**config.mk**
```make
export PLATFORM = sky130hd
export DESIGN_NAME = alu_acc_sequencer_flat
export DESIGN_NICKNAME = d
export VERILOG_FILES = /design/src/rtl/alu_acc_sequencer_pkg.sv /design/src/rtl/alu_acc_sequencer_if.sv /design/src/rtl/alu_acc_sequencer.sv /design/src/flat_wrapper.sv
export SDC_FILE = /design/constraint.sdc
export NUM_CORES = 1
export LEC_CHECK = 0
export ABC_AREA = 1
export BUFFER_PORTS_ARGS = -buffer_cell sky130_fd_sc_hd__buf_2
export CAP_MARGIN = 40
export CORE_MARGIN = 5
export CORE_UTILIZATION = 43
export DETAILED_ROUTE_END_ITERATION = 6
export PLACE_DENSITY = 0.74
export RECOVER_POWER = 25
export SLEW_MARGIN = 5
export SYNTH_ARGS = -nofsm -noshare
export SYNTH_HDL_FRONTEND = slang
export SYNTH_SLANG_ARGS = --single-unit
export TNS_END_PERCENT = 10
```
**constraint.sdc**
```tcl
create_clock -name clk -period 1.2 [get_ports clk]
set_clock_uncertainty 0.05 [all_clocks]
set_input_delay 0.18 -clock clk [delete_from_list [all_inputs] [get_ports clk]]
set_output_delay 0.18 -clock clk [all_outputs]
set_load 0.02 [all_outputs]
```
**src/rtl/alu_acc_sequencer_pkg.sv**
```systemverilog
// Shared types and constants for the alu accumulator sequencer.
package alu_acc_sequencer_pkg;

    // Datapath width matches the 4-bit alu and is not meant to change.
    localparam int WIDTH = 4;
    // Repeat-count width; a command makes up to 2**CNT_W alu passes.
    localparam int CNT_W = 2;

    typedef enum logic [1:0] {
        ST_IDLE = 2'b00,
        ST_EXEC = 2'b01,
        ST_RESP = 2'b10
    } state_e;

    // Frequently used alu select codes, written as {s3,s2,s1,s0}.
    localparam logic [3:0] SEL_ADD = 4'b0000;
    localparam logic [3:0] SEL_SUB = 4'b0001;
    localparam logic [3:0] SEL_SHR = 4'b0100;
    localparam logic [3:0] SEL_SHL = 4'b1100;

    // True when a datapath word is all zeros.
    function automatic logic is_zero(input logic [WIDTH-1:0] v);
        return (v == {WIDTH{1'b0}});
    endfunction

endpackage

```
**src/rtl/alu_acc_sequencer_if.sv**
```systemverilog
// Command, alu-drive and response signals of the sequencer, bundled.
// master = command source / response sink / alu; slave = the sequencer.
interface alu_acc_sequencer_if;
    import alu_acc_sequencer_pkg::*;

    logic             cmd_valid;
    logic             cmd_ready;
    logic             cmd_load;
    logic [3:0]       cmd_sel;
    logic             cmd_cin;
    logic [WIDTH-1:0] cmd_b;
    logic [CNT_W-1:0] cmd_reps;

    logic [WIDTH-1:0] alu_a;
    logic [WIDTH-1:0] alu_b;
    logic             alu_s0;
    logic             alu_s1;
    logic             alu_s2;
    logic             alu_s3;
    logic             alu_cin;
    logic [WIDTH-1:0] alu_y;

    logic             rsp_valid;
    logic             rsp_ready;
    logic [WIDTH-1:0] rsp_acc;
    logic             rsp_zero;

    modport master (
        output cmd_valid, cmd_load, cmd_sel, cmd_cin, cmd_b, cmd_reps,
        input  cmd_ready,
        input  alu_a, alu_b, alu_s0, alu_s1, alu_s2, alu_s3, alu_cin,
        output alu_y,
        input  rsp_valid, rsp_acc, rsp_zero,
        output rsp_ready
    );

    modport slave (
        input  cmd_valid, cmd_load, cmd_sel, cmd_cin, cmd_b, cmd_reps,
        output cmd_ready,
        output alu_a, alu_b, alu_s0, alu_s1, alu_s2, alu_s3, alu_cin,
        input  alu_y,
        output rsp_valid, rsp_acc, rsp_zero,
        input  rsp_ready
    );

endinterface

```
**src/rtl/alu_acc_sequencer.sv**
```systemverilog
// Multi-cycle control stage in front of the 4-bit alu: takes one command,
// runs the alu reps+1 times on the accumulator, and returns the result.
module alu_acc_sequencer
    import alu_acc_sequencer_pkg::*;
(
    input  logic                clk,
    input  logic                rst_n,
    alu_acc_sequencer_if.slave  seq_if
);

    state_e           state_q;
    logic [WIDTH-1:0] acc_q;
    logic [WIDTH-1:0] acc_d;
    logic [CNT_W-1:0] cnt_q;
    // Latched command fields; they double as the alu drive and are
    // therefore non-zero only while EXEC is running.
    logic [WIDTH-1:0] alu_b_q;
    logic [3:0]       alu_sel_q;
    logic             alu_cin_q;
    logic             cmd_ready_q;
    logic             rsp_valid_q;
    logic             rsp_zero_q;
    logic             accept_s;

    assign accept_s = seq_if.cmd_valid & cmd_ready_q;

    // Next accumulator value: load at accept, alu result while executing.
    always_comb begin
        acc_d = acc_q;
        case (state_q)
            ST_IDLE: begin
                if (accept_s && seq_if.cmd_load) begin
                    acc_d = seq_if.cmd_b;
                end else begin
                    acc_d = acc_q;
                end
            end
            ST_EXEC: acc_d = seq_if.alu_y;
            ST_RESP: acc_d = acc_q;
            default: acc_d = acc_q;
        endcase
    end

    // Control FSM with pass counter, latched fields and registered outputs.
    always_ff @(posedge clk or negedge rst_n) begin
        if (!rst_n) begin
            state_q     <= ST_IDLE;
            acc_q       <= {WIDTH{1'b0}};
            cnt_q       <= {CNT_W{1'b0}};
            alu_b_q     <= {WIDTH{1'b0}};
            alu_sel_q   <= 4'b0000;
            alu_cin_q   <= 1'b0;
            cmd_ready_q <= 1'b0;
            rsp_valid_q <= 1'b0;
            rsp_zero_q  <= 1'b1;
        end else begin
            acc_q      <= acc_d;
            rsp_zero_q <= is_zero(acc_d);
            case (state_q)
                ST_IDLE: begin
                    cmd_ready_q <= 1'b1;
                    if (accept_s) begin
                        cmd_ready_q <= 1'b0;
                        cnt_q       <= seq_if.cmd_reps;
                        if (seq_if.cmd_load) begin
                            // Loads make no alu pass, so the alu drive stays zero.
                            rsp_valid_q <= 1'b1;
                            state_q     <= ST_RESP;
                        end else begin
                            alu_b_q   <= seq_if.cmd_b;
                            alu_sel_q <= seq_if.cmd_sel;
                            alu_cin_q <= seq_if.cmd_cin;
                            state_q   <= ST_EXEC;
                        end
                    end
                end
                ST_EXEC: begin
                    if (cnt_q == {CNT_W{1'b0}}) begin
                        alu_b_q     <= {WIDTH{1'b0}};
                        alu_sel_q   <= 4'b0000;
                        alu_cin_q   <= 1'b0;
                        rsp_valid_q <= 1'b1;
                        state_q     <= ST_RESP;
                    end else begin
                        cnt_q <= cnt_q - {{(CNT_W-1){1'b0}}, 1'b1};
                    end
                end
                ST_RESP: begin
                    if (seq_if.rsp_ready) begin
                        rsp_valid_q <= 1'b0;
                        cmd_ready_q <= 1'b1;
                        state_q     <= ST_IDLE;
                    end else begin
                        rsp_valid_q <= 1'b1;
                    end
                end
                default: begin
                    alu_b_q     <= {WIDTH{1'b0}};
                    alu_sel_q   <= 4'b0000;
                    alu_cin_q   <= 1'b0;
                    cmd_ready_q <= 1'b0;
                    rsp_valid_q <= 1'b0;
                    state_q     <= ST_IDLE;
                end
            endcase
        end
    end

    assign seq_if.cmd_ready = cmd_ready_q;
    assign seq_if.alu_a     = acc_q;
    assign seq_if.alu_b     = alu_b_q;
    assign seq_if.alu_s0    = alu_sel_q[0];
    assign seq_if.alu_s1    = alu_sel_q[1];
    assign seq_if.alu_s2    = alu_sel_q[2];
    assign seq_if.alu_s3    = alu_sel_q[3];
    assign seq_if.alu_cin   = alu_cin_q;
    assign seq_if.rsp_valid = rsp_valid_q;
    assign seq_if.rsp_acc   = acc_q;
    assign seq_if.rsp_zero  = rsp_zero_q;

endmodule

```
**src/flat_wrapper.sv**
```systemverilog
// flat-port wrapper written by rule: the top's interface ports become plain ports
module alu_acc_sequencer_flat import alu_acc_sequencer_pkg::*;
  (clk, rst_n, seq_if_cmd_valid, seq_if_cmd_load, seq_if_cmd_sel, seq_if_cmd_cin, seq_if_cmd_b, seq_if_cmd_reps, seq_if_cmd_ready, seq_if_alu_a, seq_if_alu_b, seq_if_alu_s0, seq_if_alu_s1, seq_if_alu_s2, seq_if_alu_s3, seq_if_alu_cin, seq_if_alu_y, seq_if_rsp_valid, seq_if_rsp_acc, seq_if_rsp_zero, seq_if_rsp_ready);
  alu_acc_sequencer_if seq_if_i ();
  input  logic clk;
  input  logic rst_n;
  input wire logic [$bits(seq_if_i.cmd_valid)-1:0] seq_if_cmd_valid;
  input wire logic [$bits(seq_if_i.cmd_load)-1:0] seq_if_cmd_load;
  input wire logic [$bits(seq_if_i.cmd_sel)-1:0] seq_if_cmd_sel;
  input wire logic [$bits(seq_if_i.cmd_cin)-1:0] seq_if_cmd_cin;
  input wire logic [$bits(seq_if_i.cmd_b)-1:0] seq_if_cmd_b;
  input wire logic [$bits(seq_if_i.cmd_reps)-1:0] seq_if_cmd_reps;
  output wire logic [$bits(seq_if_i.cmd_ready)-1:0] seq_if_cmd_ready;
  output wire logic [$bits(seq_if_i.alu_a)-1:0] seq_if_alu_a;
  output wire logic [$bits(seq_if_i.alu_b)-1:0] seq_if_alu_b;
  output wire logic [$bits(seq_if_i.alu_s0)-1:0] seq_if_alu_s0;
  output wire logic [$bits(seq_if_i.alu_s1)-1:0] seq_if_alu_s1;
  output wire logic [$bits(seq_if_i.alu_s2)-1:0] seq_if_alu_s2;
  output wire logic [$bits(seq_if_i.alu_s3)-1:0] seq_if_alu_s3;
  output wire logic [$bits(seq_if_i.alu_cin)-1:0] seq_if_alu_cin;
  input wire logic [$bits(seq_if_i.alu_y)-1:0] seq_if_alu_y;
  output wire logic [$bits(seq_if_i.rsp_valid)-1:0] seq_if_rsp_valid;
  output wire logic [$bits(seq_if_i.rsp_acc)-1:0] seq_if_rsp_acc;
  output wire logic [$bits(seq_if_i.rsp_zero)-1:0] seq_if_rsp_zero;
  input wire logic [$bits(seq_if_i.rsp_ready)-1:0] seq_if_rsp_ready;
  assign seq_if_i.cmd_valid = seq_if_cmd_valid;
  assign seq_if_i.cmd_load = seq_if_cmd_load;
  assign seq_if_i.cmd_sel = seq_if_cmd_sel;
  assign seq_if_i.cmd_cin = seq_if_cmd_cin;
  assign seq_if_i.cmd_b = seq_if_cmd_b;
  assign seq_if_i.cmd_reps = seq_if_cmd_reps;
  assign seq_if_cmd_ready = seq_if_i.cmd_ready;
  assign seq_if_alu_a = seq_if_i.alu_a;
  assign seq_if_alu_b = seq_if_i.alu_b;
  assign seq_if_alu_s0 = seq_if_i.alu_s0;
  assign seq_if_alu_s1 = seq_if_i.alu_s1;
  assign seq_if_alu_s2 = seq_if_i.alu_s2;
  assign seq_if_alu_s3 = seq_if_i.alu_s3;
  assign seq_if_alu_cin = seq_if_i.alu_cin;
  assign seq_if_i.alu_y = seq_if_alu_y;
  assign seq_if_rsp_valid = seq_if_i.rsp_valid;
  assign seq_if_rsp_acc = seq_if_i.rsp_acc;
  assign seq_if_rsp_zero = seq_if_i.rsp_zero;
  assign seq_if_i.rsp_ready = seq_if_rsp_ready;
  alu_acc_sequencer u_core (.clk(clk), .rst_n(rst_n), .seq_if(seq_if_i));
endmodule
```
==> impl_results.md, run 1 <==
- Reg-to-Reg End: u_core.alu_sel_q[0]
- Drt total wl: 2380 um
- Drt first pass iters: 4
- Post-synthesis cell area: 1106 um^2
- Synth Warn #: 0
- Vias in the first global route: ~900
- Dpl ws: -0.1508 ns
- Ys flop type: dfrtp_1
- PD cells: 2726 nW/um^2
- Slowest cell on the critical path: dfrtp_2
- Hold Vio Cnt, Final: 0
- Min cycle time layout: 1.301 ns
- Met1 Use GR: 0.1660
- First-pass GRT wire length: 3698 um
- Failing checks: negative setup slack
- Setup violations, final: 10
- DIE WIDTH: 60.72 um
- Hpwl dp: between 1500 and 2000 um
- Synth Register Bits: 20
- Int Power: 2193 uW
- Setup Fix Bufs, Post-CTS: 0
- Worst path bufs/invs: 1
- Post-Synth Simple-Gate Area: 0.2534
- Critical path data arrival time: roughly 1.5 ns
- FMAX: 0.7684 GHz
- Initial antenna violation count: 0
- FF+latch area: 504.2 um^2
- DR vias/cell: 4.569
- Worst hold path class: primary input to flop
- Crit path largest cell delay: approximately 0.50 ns
- Compound-Gate Fraction of Synth Area: 0.1120
- DIE HEIGHT: 60.72 um
- H-tree Lvls: 1
- Number of synthesized flops with an enable pin: 0
- Fraction of layout cells with a size suffix above 1: 0.4362
- Layout Nets: 210
- Critical path class: flop to flop
- Total GRT Usage: 0.1311
- Synth Area in Adders: 0.01131
- GRT Max-Usage Layer: met2
- DR DRC count: 0
- Grt ovf: 0
- Flop pwr share: 0.299
- Final Cycle Share: 1.085
- Final ANT Viol Nets: 0
- Worst relative slew slack: 0.6819
- P_leak: 0.0008320 uW
- Register area share after synthesis: 0.4536
- Largest family of logic cells by synthesized area: simple AND/OR/NAND/NOR gates
- Synth-to-Final Area Change: 35.41%
- CP Capture Type: flop
- WP depth: 6
- Reg-to-reg startpoint: u_core.state_q[1]
- M2 GR Usage: 0.2275
- FFs w/ async S/R, synth: 1.000
- Status: finished, violations left
- Largest net degree at the start of global routing: 21
- Power share of the combinational group: 0.605
- Site row count: 18
- Post-synthesis xor/xnor area fraction: 0
- Synth Instances: 138
- Setup_tns: -0.9016 ns
- Setup crit start kind: flop
- RSZ-0062 raised after global routing: yes
- Critical Path Source: u_core.state_q[1]
- Final core utilization: 0.6045
- Syn Area/Cell: 8.015 um^2
- Final instance area: 1498 um^2
- RD Place Congestion: 0.8150
- Multiplexer share of the synthesized area: 0
- Max Root-Sink Buffers: 2
- Worst path cell trace: nor2_4, nand3_2, a21oi_4, buf_12, nand3_1, o21ai_1
- WL/cell: between 10 and 15 um
- Sw Share: 0.4629
- Reg2reg path depth: 6
- Final slew viol count: 0
- Part of the power in the clock network: 0.096
- I/O pin count: 40
- Area post-placement: approximately 1400 um^2
- CP max FO: 18
- Clk slew on worst S/H paths: 0.11 ns
- Multi-input logic area: 454.2 um^2
- Worst Setup EP: u_core.alu_sel_q[0]
- Worst vdd ir: 0.001519 V
- Switching power: 1890 uW
- R2r setup slk: -0.10 ns
- Slack of the critical path: -0.1014 ns
- Worst Max-Slew Pin Slew: roughly 0.48 ns
- Met3 Usage GRT: 0.03830
- Die area: roughly 3700 um^2
- IO buf count: 39
- Initial drt markers: 27
- Root buffer cell: clkbuf_4
- Clk sinks: 20
- CTS tree: built
- FILL cells: 232
- ANT cells: 0
- Max-cap violations: 0
- Core Region: 2477 um^2
- Clk_lat worst skew: 0.29 ns
- Synth unique cells: 21
- Net Count, Synth: between 150 and 200
- DR vias: 996
- Initial core utilization: 0.4465
- Clock buffer count from CTS: 3
- Crit path max-delay family: flip-flops
- Worst EP required: about 1.4 ns
[worst reg2reg max path, delay by kind of cell (launching register included)]
family / cells / cell delay [ns]
buf+inv: 1 / 0.16
compound gates: 2 / 0.26
flops: 1 / 0.50
simple gates: 3 / 0.28
[registers in the layout (all words and copies together), names as in the netlist]
register / flops
u_core.seq_if.cmd_ready: 1
u_core.seq_if.alu_a: 4
u_core.alu_sel_q: 4
u_core.cnt_q: 2
u_core.state_q: 2
u_core.seq_if.alu_b: 4
u_core.seq_if.alu_cin: 1
u_core.seq_if.rsp_zero: 1
u_core.seq_if.rsp_valid: 1
[stage by stage]
stage / hold WS [ns] / power [uW] / std cells
global route: 0.06296 / 4407 / 218
finish: 0.06600 / 4083 / 218
floorplan: -0.1656 / 2820 / 138
global placement: 0.09902 / 3529 / 213
CTS: 0.06780 / 4047 / 218
detailed placement: 0.1090 / 3602 / 213
[routing by layer]
layer,routed length (um),share of wire,up-vias
li1,-,-,524
met1,1042,0.44,437
met2,1142,0.48,35
met3,196,0.082,0
met4,0,0,0
met5,0,0,-
[synthesized netlist by cell type, types with 2 or more instances]
cell type  number  area [um^2]
buf_4           5        37.54
buf_6           2        22.52
dfrtp_1        19        475.5
inv_1          28        105.1
inv_2           6        22.52
nand2_1        30        112.6
nand3_1        16        80.08
nand3_2         2        20.02
nand4_1         2        12.51
nor2_1          3        11.26
nor2_2          2        12.51
o21ai_0         3        15.01
o21ai_1        11        55.05
o21ai_2         2        17.52
[power groups by stage]
stage | Sequential [uW] | Clock, uW | Combinational (uW)
global route | 1250 | 429 | 2720
floorplan | 1450 | 0 | 1370
detailed placement | 1220 | 0 | 2380
finish | 1220 | 391 | 2470
global placement | 1210 | 0 | 2320
CTS | 1220 | 400 | 2430
[logic make-up after synthesis]
kind of cell               Yosys count
adders and majority gates            1
and+or+nand+nor                     57
DFF                                 20
AOI/OAI and AO/OA                   19
buffers and inverters               41
[placed cells by master, fill, tap and decap left out]
| cell | count |
|---|---|
| o21ai_1 | 12 |
| nand2_1 | 30 |
| nand4_1 | 2 |
| a21oi_4 | 1 |
| ha_4 | 1 |
| nor2_4 | 1 |
| buf_2 | 37 |
| buf_12 | 2 |
| buf_6 | 2 |
| dfstp_2 | 1 |
| o211ai_1 | 1 |
| dlygate4sd3_1 | 1 |
| nand3_2 | 4 |
| buf_4 | 10 |
| o211ai_2 | 1 |
| inv_2 | 9 |
| dfrtp_2 | 2 |
| nor2_2 | 2 |
| o21ai_0 | 2 |
| inv_1 | 25 |
| nor2_1 | 2 |
| nor2_8 | 1 |
| clkbuf_8 | 1 |
| o21ai_2 | 1 |
| o21ai_4 | 1 |
| clkbuf_4 | 3 |
| nand3_1 | 14 |
| dfrtp_1 | 17 |
| nand2_4 | 1 |
| clkbuf_2 | 1 |
[layout make-up]
class | instances | area share
Clock buffer | 4 | 0.02423
Inverter | 34 | 0.08521
Multi-Input combinational cell | 77 | 0.3033
Sequential cell | 20 | 0.3367
Tap cell | 30 | 0.02506
Timing Repair Buffer | 53 | 0.2256
[worst min-delay path by stage]
stage | startpoint | endpoint | slack, ns | depth (start not counted)
after global routing | seq_if_cmd_sel[2] | u_core.alu_sel_q[2] | 0.06 | 3
after global placement | rst_n | u_core.cnt_q[0] | 0.1 | 1
after detailed placement | rst_n | u_core.cnt_q[0] | 0.11 | 1
after floorplan | rst_n | u_core.alu_sel_q[0] | -0.17 | 0
final | seq_if_cmd_cin | u_core.seq_if.alu_cin | 0.07 | 3
after CTS | seq_if_cmd_cin | u_core.seq_if.alu_cin | 0.07 | 3
[timing repair]
item | in CTS | in global routing
hold endpoints to repair | 19 | 0
pin swaps | 0 | 0
gates resized for setup | 5 | 8
setup endpoints to repair | 16 | 18
hold buffers | 1 | 0
No activity file was read; power rests on OpenSTA's default activity.
==> inputs of run 2 (changes only) <==
==> constraint.sdc (replaced) <==
create_clock -name clk -period 1.2 [get_ports clk]
set_clock_uncertainty 0.05 [all_clocks]
set_input_delay 0.06 -clock clk [delete_from_list [all_inputs] [get_ports clk]]
set_output_delay 0.06 -clock clk [all_outputs]
set_load 0.02 [all_outputs]
==> run 2 against run 1 <==
  * The run still ends with negative setup slack left
  * Fmax shrank 2.7%
  * Critical path depth did not move
  * Clock power is 16% lower
  * Wire length is 12% higher
  * Via count up 4.9%
  * Die area did not move
  * Power decreased by 2.6%
  * Cell count rose by 4.1%
  * Count of clock-buffer cells in the layout unchanged
  * Register-to-register slack worse by 0.04 ns
  * Flip-flop and latch count stayed put
  * Cell area rose by 4.0%
  * Critical path type unchanged
  * Highest routed layer unchanged
==> impl_results.md, run 2 (synthesized netlist as in run 1, its figures left out) <==
- Worst hold path class: primary input to flop
- Final core utilization: 0.6288
- Min cycle time layout: 1.338 ns
- Final Cycle Share: 1.115
- Clk_lat worst skew: 0.29 ns
- Slowest cell on the critical path: dfrtp_2
- Final slew viol count: 0
- Setup_tns: -1.358 ns
- Part of the power in the clock network: 0.083
- Root buffer cell: clkbuf_4
- WL/cell: 11.70 um
- CP Capture Type: flop
- Met1 Use GR: 0.1997
- Initial core utilization: 0.4465
- Commonest non-fill, non-tap cell in the layout: buf_2
- Switching power: 1864 uW
- Total GRT Usage: 0.1525
- Critical path class: flop to flop
- Grt ovf: 0
- Setup crit start kind: flop
- Largest net degree at the start of global routing: 21
- Core Region: approximately 2500 um^2
- DR DRC count: 0
- CP max FO: 18
- Clock buffer count from CTS: 3
- Slack of the critical path: -0.1382 ns
- RSZ-0062 raised after global routing: yes
- Worst Max-Slew Pin Slew: 0.4965 ns
- Synth-to-Final Area Change: 40.84%
- First-pass GRT wire length: 4284 um
- Clk slew on worst S/H paths: 0.11 ns
- Max-cap violations: 0
- M2 GR Usage: 0.2565
- Worst EP required: 1.37 ns
- Hold Vio Cnt, Final: 0
- IO buf count: 39
- Commonest cells after routing, fill and taps aside: buf_2 (38), nand2_1 (30), inv_1 (26)
- DIE WIDTH: 60.72 um
- Clk sinks: 20
- Fraction of layout cells with a size suffix above 1: 0.3807
- Met3 Usage GRT: 0.02553
- Vias in the first global route: 1017
- Critical path data arrival time: around 1.5 ns
- H-tree Lvls: 1
- P_leak: approximately 0.00086 uW
- Final ANT Viol Nets: 0
- GRT Max-Usage Layer: met2
- Power share of the combinational group: 0.610
- Setup Fix Bufs, Post-CTS: 0
- Worst vdd ir: approximately 0.0015 V
- PD cells: 2553 nW/um^2
- Flop pwr share: 0.307
- FILL cells: 222
- Initial antenna violation count: 0
- Hold Slack: 0.01748 ns
- DR vias/cell: 4.604
- FMAX: 0.7473 GHz
- I/O pin count: 40
- RD Place Congestion: roughly 0.78
- Hpwl dp: 1909 um
- DR vias: 1045
- Crit path largest cell delay: 0.51 ns
- Drt total wl: 2655 um
- FF+latch area: slightly above 500 um^2
- DIE HEIGHT: around 61 um
- Drt first pass iters: 2
- Initial drt markers: 28
- Die area: 3686 um^2
- Int Power: 2112 uW
- Layout Nets: 219
- Max Root-Sink Buffers: 2
- Worst path cell trace: nor2_4, nand3_2, a21oi_4, buf_12, nand3_1, o21ai_1
- Sw Share: 0.4688
- Setup violations, final: 13
- Multi-input logic area: around 430 um^2
- ANT cells: 0
- Status: finished, violations left
- Worst relative slew slack: 0.6690
- CTS tree: built
- Failing checks: negative setup slack
- Site row count: 18
run 2: path summary, 6_finish.rpt:
check / from / to / depth (start not counted) / slack, ns
max: u_core.state_q[1] / u_core.alu_sel_q[0] / 6 / -0.14
min: seq_if_alu_y[2] / u_core.seq_if.alu_a[2] / 5 / 0.02
max reg2reg: u_core.state_q[1] / u_core.alu_sel_q[0] / 6 / -0.14
min reg2reg: u_core.seq_if.rsp_valid / u_core.seq_if.rsp_valid / 2 / 0.45
max in group asynchronous: rst_n / u_core.seq_if.rsp_zero / 2 / 0.54
min in group asynchronous: rst_n / u_core.cnt_q[1] / 2 / 0.20
run 2: per-stage QoR:
stage	worst slack, ns	cells	area, um^2	power [uW]
6_report	-0.1382	227	1558	3977
5_1_grt	-0.2157	227	1558	4324
4_1_cts	-0.1374	227	1553	3994
3_5_place_dp	-0.1721	211	1405	3614
3_3_place_gp	-0.08969	211	1405	3536
2_1_floorplan	-0.1026	138	1112	2820
run 2: timing repair:
item / in CTS / in global routing
cloned: 0 / 0
hold buffers: 12 / 0
setup endpoints to repair: 18 / 17
resized for setup: 2 / 1
endpoints found under the hold margin: 31 / 0
run 2: power groups by stage:
| stage | Combinational [uW] | Sequential (uW) | Clock (uW) |
|---|---|---|---|
| after floorplan | 1370 | 1450 | 0 |
| after global placement | 2320 | 1210 | 0 |
| after detailed placement | 2390 | 1230 | 0 |
| after CTS | 2430 | 1220 | 340 |
| after global routing | 2690 | 1260 | 373 |
| final | 2430 | 1220 | 329 |
run 2: final cells by class:
| type | instances | share of cell area |
|---|---|---|
| clock buffer | 4 | 0.01687 |
| inverter | 34 | 0.08193 |
| multi-input combinational | 77 | 0.2739 |
| sequential | 20 | 0.3237 |
| tap | 30 | 0.02410 |
| timing repair buffer | 62 | 0.2795 |
run 2: layer usage:
| layer | up-vias | share of wire |
|---|---|---|
| li1 | 541 | - |
| met1 | 475 | 0.45 |
| met5 | - | 0 |
| met4 | 0 | 0 |
| met2 | 29 | 0.49 |
| met3 | 0 | 0.056 |
run 2: worst max-delay path, delay by kind of cell (launching register included):
kind,cells,cell delay (ns)
flops,1,0.51
simple gates,3,0.29
buf+inv,1,0.16
compound gates,2,0.26
